## config.mk

```make
export PLATFORM = sky130hd
export DESIGN_NAME = uart_tx_arbiter
export DESIGN_NICKNAME = d
export VERILOG_FILES = /design/src/rtl/uart_tx_arbiter.sv
export SDC_FILE = /design/constraint.sdc
export NUM_CORES = 1
export LEC_CHECK = 0
export CORE_MARGIN = 2
export CORE_UTILIZATION = 42
export CTS_CLUSTER_DIAMETER = 40
export CTS_CLUSTER_SIZE = 30
export DETAILED_ROUTE_END_ITERATION = 6
export GPL_ROUTABILITY_DRIVEN = 0
export PLACE_DENSITY = 0.76
export SLEW_MARGIN = 25
export SYNTH_ARGS = -nofsm -noshare
export SYNTH_HDL_FRONTEND = slang
export SYNTH_SLANG_ARGS = --single-unit
```

## constraint.sdc

```tcl
create_clock -name clk -period 1.8 [get_ports clk]
set_input_delay 0.36 -clock clk [delete_from_list [all_inputs] [get_ports clk]]
set_output_delay 0.36 -clock clk [all_outputs]
set_load 0.03 [all_outputs]
```

## src/rtl/uart_tx_arbiter.sv

```systemverilog
// Round-robin arbiter sharing one uart_tx between byte producers.
// Grants, issues a start pulse, then waits for done or a watchdog abort.
module uart_tx_arbiter #(
  parameter int NUM_REQ        = 4,
  parameter int DATA_BITS      = 8,
  parameter int TIMEOUT_CYCLES = 4096,
  localparam int IDW = (NUM_REQ > 1) ? $clog2(NUM_REQ) : 1,
  localparam int WDW = $clog2(TIMEOUT_CYCLES + 1)
) (
  input  logic                           clk,
  input  logic                           reset,
  input  logic [NUM_REQ-1:0]             req,
  input  logic [NUM_REQ*DATA_BITS-1:0]   req_data,
  output logic [NUM_REQ-1:0]             ack,
  output logic                           tx_start,
  output logic [DATA_BITS-1:0]           tx_data,
  input  logic                           tx_busy,
  input  logic                           tx_done,
  output logic [IDW-1:0]                 active_id,
  output logic                           arb_busy,
  output logic                           timeout_err
);

  localparam int CW = IDW + 1;

  typedef enum logic [1:0] {
    IDLE,
    ISSUE,
    WAIT_DONE
  } state_e;

  state_e               state_q, state_d;
  logic [IDW-1:0]       rr_ptr_q, rr_ptr_d;
  logic [WDW-1:0]       wdog_q, wdog_d;
  logic [NUM_REQ-1:0]   ack_q, ack_d;
  logic                 tx_start_q, tx_start_d;
  logic [DATA_BITS-1:0] tx_data_q, tx_data_d;
  logic [IDW-1:0]       active_id_q, active_id_d;
  logic                 arb_busy_q, arb_busy_d;
  logic                 timeout_err_q, timeout_err_d;

  logic [CW-1:0]        cand;
  logic [IDW-1:0]       win;
  logic                 found;
  logic [DATA_BITS-1:0] win_byte;
  logic [IDW-1:0]       next_ptr;

  // First set req bit searching upward from rr_ptr with wrap.
  always_comb begin
    found = 1'b0;
    win   = '0;
    cand  = '0;
    for (int i = 0; i < NUM_REQ; i++) begin
      cand = {1'b0, rr_ptr_q} + CW'(i);
      if (cand >= CW'(NUM_REQ)) cand = cand - CW'(NUM_REQ);
      if (!found && req[cand[IDW-1:0]]) begin
        found = 1'b1;
        win   = cand[IDW-1:0];
      end
    end
  end

  // Byte mux for the winning requester.
  always_comb begin
    win_byte = '0;
    for (int i = 0; i < NUM_REQ; i++) begin
      if (win == IDW'(i)) win_byte = req_data[i*DATA_BITS +: DATA_BITS];
    end
  end

  assign next_ptr = (active_id_q == IDW'(NUM_REQ - 1)) ? '0
                  : active_id_q + IDW'(1);

  // Next-state and registered-output logic.
  always_comb begin
    state_d       = state_q;
    rr_ptr_d      = rr_ptr_q;
    wdog_d        = wdog_q;
    ack_d         = '0;
    tx_start_d    = 1'b0;
    tx_data_d     = tx_data_q;
    active_id_d   = active_id_q;
    timeout_err_d = 1'b0;
    unique case (state_q)
      IDLE: begin
        if (found && !tx_busy) begin
          state_d     = ISSUE;
          tx_data_d   = win_byte;
          active_id_d = win;
          tx_start_d  = 1'b1;
          ack_d[win]  = 1'b1;
        end
      end
      ISSUE: begin
        wdog_d  = '0;
        state_d = WAIT_DONE;
      end
      WAIT_DONE: begin
        wdog_d = wdog_q + WDW'(1);
        if (tx_done) begin
          state_d  = IDLE;
          rr_ptr_d = next_ptr;
        end else if (wdog_q == WDW'(TIMEOUT_CYCLES - 1)) begin
          state_d       = IDLE;
          rr_ptr_d      = next_ptr;
          timeout_err_d = 1'b1;
        end
      end
      default: state_d = IDLE;
    endcase
    arb_busy_d = (state_d != IDLE);
  end

  // State and output registers.
  always_ff @(posedge clk or negedge reset) begin
    if (!reset) begin
      state_q       <= IDLE;
      rr_ptr_q      <= '0;
      wdog_q        <= '0;
      ack_q         <= '0;
      tx_start_q    <= 1'b0;
      tx_data_q     <= '0;
      active_id_q   <= '0;
      arb_busy_q    <= 1'b0;
      timeout_err_q <= 1'b0;
    end else begin
      state_q       <= state_d;
      rr_ptr_q      <= rr_ptr_d;
      wdog_q        <= wdog_d;
      ack_q         <= ack_d;
      tx_start_q    <= tx_start_d;
      tx_data_q     <= tx_data_d;
      active_id_q   <= active_id_d;
      arb_busy_q    <= arb_busy_d;
      timeout_err_q <= timeout_err_d;
    end
  end

  assign ack         = ack_q;
  assign tx_start    = tx_start_q;
  assign tx_data     = tx_data_q;
  assign active_id   = active_id_q;
  assign arb_busy    = arb_busy_q;
  assign timeout_err = timeout_err_q;

endmodule
```

After elaboration in Yosys (flattened, before gate mapping)
Cells that the tools add are included.
W data, S select, Z words.

storage, ports and cells
  bits in read-only memories = 0
  RAM bits = 0
  memories kept = 0
  bits of input ports = 40
  flip-flop bits (word level) = 34
  latch bits = 0
  output and inout port bits = 17
  word-level logic and storage cells = 92

cells by class
  add/sub/neg operators = 9
  order comparisons = 10
  bitwise gates (word level) = 0
  reductions and logical operators = 16
  div/mod/pow operators = 0
  eq/ne operators = 7
  shifts and indexed selects = 0
  muxes and demuxes = 41
  multiply operators = 0

operator list
  cell                     count
  $mux W8                  4
  $mux W2                  14
  $pmux W13 S2             1
  $lt A2 B3 Y1 const B     5
  $mux W1                  14
  $add A13 B1 Y13 const B  1
  $eq A13 B12 Y1 const B   1
  $ge A3 B3 Y1 const B     3
  $bmux W1 S2              4
  $eq A2 B2 Y1 const B     4
  $mux W4                  2
  $sub A2 B1 Y2 const B    4
  $add A2 B2 Y3 const B    2
  $pmux W2 S3              1
  $reduce_bool A2 Y1       3
  $logic_and A1 B1 Y1      5
  $eq A2 B1 Y1 const B     2
  $logic_not A1 Y1         4
  $logic_not A2 Y1         2
  $reduce_and A2 Y1        2
  $add A2 B1 Y3 const B    1
  $ge A2 B3 Y1 const B     1
  $add A2 B1 Y2 const B    1
  $demux W1 S2             1
  $ge A2 B1 Y1 const B     1

Depth between registers and ports, before layout
Gate-level depths: netlist of run 1.

  depth after elaboration = 20
  mapped depth = 7
  depth with buffers taken out = 7

Worst setup path before layout of run 1
Ideal clock, no wire load.

  path type = flip-flop to flip-flop
  from = register wdog_q[0]
  to = register rr_ptr_q[1]
  stages on the path, launching flop included = 6
  arrival time = 1.552 ns
  period minus slack after synthesis = 1.679 ns
  path buffers = 0
  setup slack = 0.121 ns
  path through = dfrtp_1 > ha_1 > nand3_1 > nor4_2 > o21ai_1 > mux2_1

on the way
  word-level cells in the longest chain between the ends = 3

RTL lines
  item                          RTL line  RTL
  from (decl)                   34        logic [WDW-1:0] wdog_q, wdog_d;
  from (signal assigned)        129       wdog_q <= wdog_d;
  $eq A13 B12 Y1                103       end else if (wdog_q == WDW'(TIMEOUT_CYCLES - 1)) begin
  $reduce_bool A2 Y1 (no line)  n/a
  $reduce_and A2 Y1 (no line)   n/a
  to (signal assigned)          128       rr_ptr_q <= rr_ptr_d;
  to (decl)                     33        logic [IDW-1:0] rr_ptr_q, rr_ptr_d;

Every way passes these cells.
A chain may end at the register's enable or synchronous reset.

Worst setup path after layout of run 1
  from = register active_id_q[1] (netlist: active_id[1])
  to = output active_id[1]

RTL lines
  item                    RTL line  RTL
  from (decl)             38        logic [IDW-1:0] active_id_q, active_id_d;
  from (signal assigned)  133       active_id_q <= active_id_d;
  to (decl)               19        output logic [IDW-1:0] active_id,

No word-level cell between the ends.

==> summary.txt, run 1 <==
Status
  – Status: finished clean

Synth
  – EDFF count, synth: 0
  – Largest area contributor in the netlist: dfrtp_1
  – #FFs+latches synth: 34
  – Top cells by area, synth: dfrtp_1 (47%), mux2i_1 (8.3%), nand2_1 (4.5%)
  – YS warnings: 0
  – Seq/Total Area, Yosys: 0.468
  – Syn_nets: between 200 and 250
  – Post-Synthesis Cells: roughly 180
  – Top cell type's share of synthesized area: 0.468
  – Async set-reset flop share out of synthesis: 1.00
  – Syn_area_per_cell: 9.93 sq um
  – Post-synth cell types: 40
  – Post-Syn Area: 1820 sq um
  – Top FF cell, synth: dfrtp_1

STA
  – Setup violators final: 0
  – Period minus WS final: 1740 ps
  – Final hold vios: 0
  – Slew headroom: 0.699
  – FMAX: 0.575 GHz
  – Layout Skew: 6.50 ps
  – Slew Limit Fails: 0
  – Worst-margin pin slew: 450 ps
  – Final period util: 0.966
  – RSZ-0062 raised after global routing: no

Finish
  – Final Instance Count excl. Fillers: between 300 and 400
  – Area delta synth->final: 45.5%
  – Most common cell after layout, fill and taps aside: clkdlybuf4s50_1
  – Ant diodes: 0
  – Final instance area: roughly 2600 sq um
  – Commonest non-fill, non-tap cells in the layout: clkdlybuf4s50_1 (52), dfrtp_1 (33), nand2_1 (22), buf_4 (20), nor2_1 (19)
  – Layout cells sized above 1: 0.147
  – Final nets: 305
  – Final Core Density: 0.647

Global route
  – Initial antenna violation count: 0
  – All-layer global routing usage: 0.192
  – Global-route wire length before repair: 7.42 mm
  – Pin count of the biggest net entering global routing: 35
  – Grt ovf: 0
  – Vias in the first global route: 1641

Min path
  – Worst hold path class: input pin to asynchronous set/reset pin

Drt
  – Post-Route WL: 4.31 mm
  – Vias/cell: between 5 and 6
  – Antenna Nets Post-Route: 0
  – Routed length per instance: 13.9 um
  – Initial DRC count: 84
  – Drt first pass iters: 4
  – Vias post-DR: 1603
  – Remaining DRCs: 0

Clock tree
  – CTS Buf Count: 5
  – CTS tree: built
  – Htree depth: 2
  – Setup bufs post-CTS: 0
  – CTS root buffer: clkbuf_8
  – Clk Latency, worst-skew pair: around 290 ps
  – # hold bufs at CTS: 0
  – CTS clock-pin slew for the worst setup and hold paths: ~70 ps
  – CTS Sinks: 34
  – CTS max path bufs: 2

Critical path
  – Worst Setup End Kind: primary output
  – Critical path arrival: 1380 ps
  – Critical-path cell list: clkdlybuf4s50_1
  – Critical Path Max Stage Delay: 700 ps
  – Req. time, crit path: roughly 1400 ps
  – CP Buf/Inv Count: 1
  – Critical path's slowest cell: clkdlybuf4s50_1
  – Worst Path Class, Setup: flip-flop to primary output
  – CP startpoint kind: flip-flop
  – CP delay by family, top: buffers and inverters
  – CP Max Fanout: 3

Placement
  – Placed Area: roughly 2600 sq um
  – IO buf count: 56
  – Cells after DPL: just over 300
  – DP HPWL: 3.18 mm

Floorplanning
  – Die ar.: 4870 sq um
  – Row cnt: 23
  – Die Wd: 69.8 um
  – Initial Util: 0.445
  – # IOs: 57
  – Core Region: 4090 sq um
  – Die extent in y: 69.8 um

Pwr
  – Internal: 2.04 mW
  – Clock power frac: 0.158
  – Cell Pwr Density: 1290 nW/um^2
  – Leakage: between 1 and 1.5 nW
  – Seq pwr share: 0.320
  – Logic pwr share: 0.522
  – Net switching fraction of the power: 0.400
  – Sw Pwr: 1.36 mW
  – Worst IR Drop VDD: 0.917 mV

Run
  – Max-cap viol count: 0
metal layers:
layer,share of wire,GRT usage,vias to the layer above
met3,0.040,0.0523,6
met1,0.45,0.239,761
li1,-,-,802
met2,0.49,0.308,34
met5,0,0,-
met4,0.025,0.0919,0
path summary, 6_finish.rpt:
check / slack, ps / start / cells past startpoint / endpoint
max: 60 / active_id[1]$_DFFE_PN0P_ / 1 / active_id[1]
min: 470 / reset / 2 / wdog_q[3]$_DFFE_PN0P_
max reg2reg: 140 / rr_ptr_q[1]$_DFFE_PN0P_ / 6 / tx_data[1]$_DFFE_PN0P_
min reg2reg: 500 / tx_data[1]$_DFFE_PN0P_ / 2 / tx_data[1]$_DFFE_PN0P_
max in group asynchronous: 1010 / reset / 2 / rr_ptr_q[1]$_DFFE_PN0P_
min in group clk: 500 / tx_data[1]$_DFFE_PN0P_ / 2 / tx_data[1]$_DFFE_PN0P_
repair_timing:
| item | in CTS | in global routing |
|---|---|---|
| resized for setup | 9 | 1 |
| pin swaps | 4 | 0 |
| setup endpoints to repair | 8 | 2 |
cell type report:
| class | count | area [sq um] |
|---|---|---|
| clock buffer | 5 | 68.8 |
| tap | 50 | 62.6 |
| fill | 334 | 1440 |
| clock inverter | 2 | 10.0 |
| multi-input combinational | 135 | 901 |
| inverter | 6 | 22.5 |
| timing repair buffer | 77 | 726 |
| sequential | 34 | 852 |
metrics by stage:
step	hold slack (ps)	setup TNS, ps	total power, mW	setup slack [ps]
2_1_floorplan	64.4	0	2.15	121
3_3_place_gp	470	-4240	2.82	-373
3_5_place_dp	487	-4800	2.84	-418
4_1_cts	481	0	3.42	53.4
5_1_grt	522	0	3.63	2.97
6_report	471	0	3.40	61.1
cell usage after synthesis (4+ instances only):
library cell   n
o221ai_1       6
nor2_1        19
clkbuf_1       4
inv_1          5
dfrtp_1       34
o21ai_0        8
ha_1           6
nand3_1       10
mux2i_1       15
a21oi_1        5
nand2_1       22
flip-flops by register name, indices dropped and copies added (netlist names):
signal / flops
ack: 4
wdog_q: 13
tx_start: 1
tx_data: 8
timeout_err: 1
state_q: 2
rr_ptr_q: 2
arb_busy: 1
active_id: 2
logic make-up after synthesis:
kind of cell,count (synthesis),share of synthesized area
flip-flops,34,0.468
buffers and inverters,14,0.0420
XOR/XNOR,6,0.0289
multiplexers,16,0.0888
adder cells (fa/ha/maj),6,0.0413
AND/OR/NAND/NOR,75,0.207
AO/OA/AOI/OAI,32,0.123
power groups by stage:
stage / registers, mW / logic, mW / clock network [mW]
2_1_floorplan: 1.37 / 0.778 / 0
3_3_place_gp: 1.09 / 1.72 / 0
3_5_place_dp: 1.09 / 1.75 / 0
4_1_cts: 1.08 / 1.78 / 0.553
5_1_grt: 1.11 / 1.92 / 0.592
6_report: 1.09 / 1.77 / 0.538
Power figures use the tool's default switching activity.
==> inputs of run 2 (changes only) <==
- CORE_ASPECT_RATIO: default -> 1.2
- CORE_UTILIZATION: 42 -> 43
- CTS_BUF_LIST: default -> sky130_fd_sc_hd__clkbuf_2 sky130_fd_sc_hd__clkbuf_4 sky130_fd_sc_hd__clkbuf_8
- GPL_ROUTABILITY_DRIVEN: 0 -> 1
- PLACE_DENSITY: 0.76 -> 0.78
==> run 2 against run 1 <==
Compared with the run above: combinational power is 15% higher; worst setup slack got worse by 30 ps; register-to-register slack worse by 90 ps.
==> summary.txt, run 2 (synthesis results as in run 1) <==
Pwr
  – Seq pwr share: 0.272 (-0.048)
  – Worst IR Drop VDD: 0.927 mV (+1.2%)
  – Sw Pwr: 1.46 mW (+7.6%)
  – Cell Pwr Density: 1390 nW/um^2 (+7.7%)
  – Clock power frac: 0.216 (+0.058)
  – Leakage: 1.26 nW (+9.2%)
  – Logic pwr share: 0.512 (-0.010)
  – Net switching fraction of the power: 0.369 (-0.0316)
  – Internal: 2.50 mW (+23%)

Placement
  – IO buf count: 56 (unchanged)
  – Cells after DPL: 308 (+2.0%)
  – Placed Area: 2580 sq um (+0.78%)
  – DP HPWL: 3.37 mm (+6.0%)
  – GP Congestion: 0.813

Finish
  – Max reg flops: 13 (unchanged)
  – Layout cells sized above 1: 0.213 (+0.0660)
  – Commonest non-fill, non-tap cells in the layout: clkdlybuf4s50_1 (52), dfrtp_1 (33), buf_4 (26), nand2_1 (22), nor2_1 (19)
  – Area delta synth->final: 57.6%
  – Final Core Density: 0.715 (+0.0686)
  – Most common cell after layout, fill and taps aside: clkdlybuf4s50_1
  – Most flop-heavy register: wdog_q
  – Ant diodes: 0 (unchanged)
  – Final Instance Count excl. Fillers: 322 (+4.2%)
  – Final instance area: 2860 sq um (+8.4%)
  – Final nets: 313 (+2.6%)

Drt
  – Routed length per instance: 14.8 um (+6.0%)
  – Drt first pass iters: 4 (unchanged)
  – WL met1: 2.00 mm (+3.4%)
  – Met2 wire len: 2.49 mm (+19%)
  – Vias post-DR: 1658 (+3.4%)
  – Antenna Nets Post-Route: 0 (unchanged)
  – Initial DRC count: 96 (+14%)
  – Vias/cell: 5.15 (-0.74%)
  – Met3 wire len: 205 um (+18%)
  – Remaining DRCs: 0 (unchanged)
  – Max layer used: met4
  – Post-Route WL: 4.76 mm (+10%)

STA
  – Layout Skew: 9.13 ps (+2.64 ps)
  – Worst-margin pin slew: 614 ps (+164 ps)
  – RSZ-0062 raised after global routing: no
  – Slew headroom: 0.589 (-0.109)
  – Final period util: 0.983 (+0.0167)
  – FMAX: 0.565 GHz (-1.7%)
  – Setup violators final: 0 (unchanged)
  – Slew Limit Fails: 0 (unchanged)
  – Final hold vios: 0 (unchanged)
  – Period minus WS final: 1770 ps (+30.0 ps)

Floorplanning
  – # IOs: 57 (unchanged)
  – Die extent in y: 75.2 um (+7.8%)
  – Core Region: 4000 sq um (-2.0%)
  – Row cnt: 25 (+8.7%)
  – Die ar.: 4760 sq um (-2.2%)
  – Die Wd: 63.3 um (-9.2%)
  – Initial Util: 0.454 (+0.00917)

Clock tree
  – CTS Sinks: 34 (unchanged)
  – CTS root buffer: clkbuf_8
  – CTS tree: built
  – # hold bufs at CTS: 0 (unchanged)
  – Clk Latency, worst-skew pair: 290 ps (about the same)
  – Htree depth: 2 (unchanged)
  – CTS clock-pin slew for the worst setup and hold paths: 80 ps (about the same)
  – CTS Buf Count: 5 (unchanged)
  – CTS max path bufs: 2 (unchanged)

Critical path
  – CP startpoint kind: flip-flop
  – Critical Path Max Stage Delay: 720 ps (+20 ps)
  – R2r setup slk: 50 ps (-90 ps)
  – CP Max Fanout: 4 (+1)
  – R2R cell count: 6 (unchanged)
  – Critical path arrival: 1410 ps (+30 ps)
  – Critical-path cell list: clkdlybuf4s50_1
  – Critical path's slowest cell: clkdlybuf4s50_1
  – Worst Path Class, Setup: flip-flop to primary output
  – WP depth: 1 (unchanged)
  – Req. time, crit path: 1440 ps (about the same)
  – Worst Setup End Kind: primary output
  – Worst r2r dst: tx_data[3]$_DFFE_PN0P_
  – Setup crit end: active_id[0]
  – CP Buf/Inv Count: 1 (unchanged)
  – Beginning of the critical path: active_id[0]$_DFFE_PN0P_
  – CP delay by family, top: buffers and inverters
  – Reg-to-Reg Start: rr_ptr_q[1]$_DFFE_PN0P_

Min path
  – Worst hold path class: input pin to asynchronous set/reset pin

Global route
  – Global-route wire length before repair: 7.83 mm (+5.5%)
  – All-layer global routing usage: 0.215 (+0.0232)
  – Pin count of the biggest net entering global routing: 35 (unchanged)
  – Grt ovf: 0 (unchanged)
  – Vias in the first global route: 1686 (+2.7%)
  – Initial antenna violation count: 0 (unchanged)

Run
  – Max-cap viol count: 0 (unchanged)

Status
  – Status: finished clean
run 2: changes by cell type in the layout (fill, tap and decap cells not counted), moves of 2 or more:
| cell | before | now |
|---|---|---|
| a2111oi_1 | 2 | 0 |
| buf_4 | 20 | 26 |
| mux2i_2 | 1 | 3 |
| clkinv_2 | 2 | 0 |
| mux2i_1 | 14 | 12 |
| bufinv_16 | 0 | 2 |
run 2: cell type report:
type / count / area (sq um)
fill: 308 / 1140
multi-input combinational: 135 / 970
sequential: 34 / 852
timing repair buffer: 85 / 815
clock buffer: 5 / 68.8
clock inverter: 3 / 68.8
tap: 54 / 67.6
inverter: 6 / 22.5
run 2: worst min-delay path by stage:
| stage | start | end | depth (start not counted) |
|---|---|---|---|
| 2_1_floorplan | reset | ack[0]$_DFF_PN0_ | 0 |
| 3_3_place_gp | tx_data[6]$_DFFE_PN0P_ | tx_data[6]$_DFFE_PN0P_ | 2 |
| 3_5_place_dp | tx_data[6]$_DFFE_PN0P_ | tx_data[6]$_DFFE_PN0P_ | 2 |
| 4_1_cts | reset | wdog_q[10]$_DFFE_PN0P_ | 2 |
| 5_1_grt | reset | wdog_q[10]$_DFFE_PN0P_ | 2 |
| 6_report | reset | wdog_q[10]$_DFFE_PN0P_ | 2 |
run 2: metrics by stage:
| step | power, mW | worst slack (ps) | setup TNS, ps | hold slack [ps] |
|---|---|---|---|---|
| 6_report | 3.97 | 31.1 | 0 | 463 |
| 5_1_grt | 4.20 | 4.34 | 0 | 526 |
| 4_1_cts | 3.92 | 0.00977 | 0 | 476 |
| 3_5_place_dp | 2.87 | -459 | -5810 | 478 |
| 3_3_place_gp | 2.83 | -418 | -5370 | 476 |
| 2_1_floorplan | 2.15 | 121 | 0 | 64.4 |
run 2: timing repair:
action	CTS	global route
endpoints found under the setup margin	12	10
gates resized for setup	20	4
pin swaps	4	2
cloned	1	0
buffers inserted	2	3
run 2: power by group through the flow:
| stage | Clock, mW | Combinational, mW | Sequential (mW) |
|---|---|---|---|
| after global routing | 0.905 | 2.19 | 1.10 |
| after detailed placement | 0 | 1.78 | 1.10 |
| final | 0.856 | 2.03 | 1.08 |
| after CTS | 0.867 | 1.96 | 1.09 |
| after global placement | 0 | 1.74 | 1.09 |
| after floorplan | 0 | 0.778 | 1.37 |
run 2: routing by layer:
layer | track usage | vias up
met5 | 0 | -
met4 | 0.0749 | 0
met3 | 0.0433 | 6
met2 | 0.389 | 48
met1 | 0.258 | 785
li1 | - | 819
==> inputs of run 3 (changes only) <==
- GPL_ROUTABILITY_DRIVEN: 1 -> 0
==> results of run 3 <==
Same layout as run 2: the final DEF is identical, and so are final timing and power.
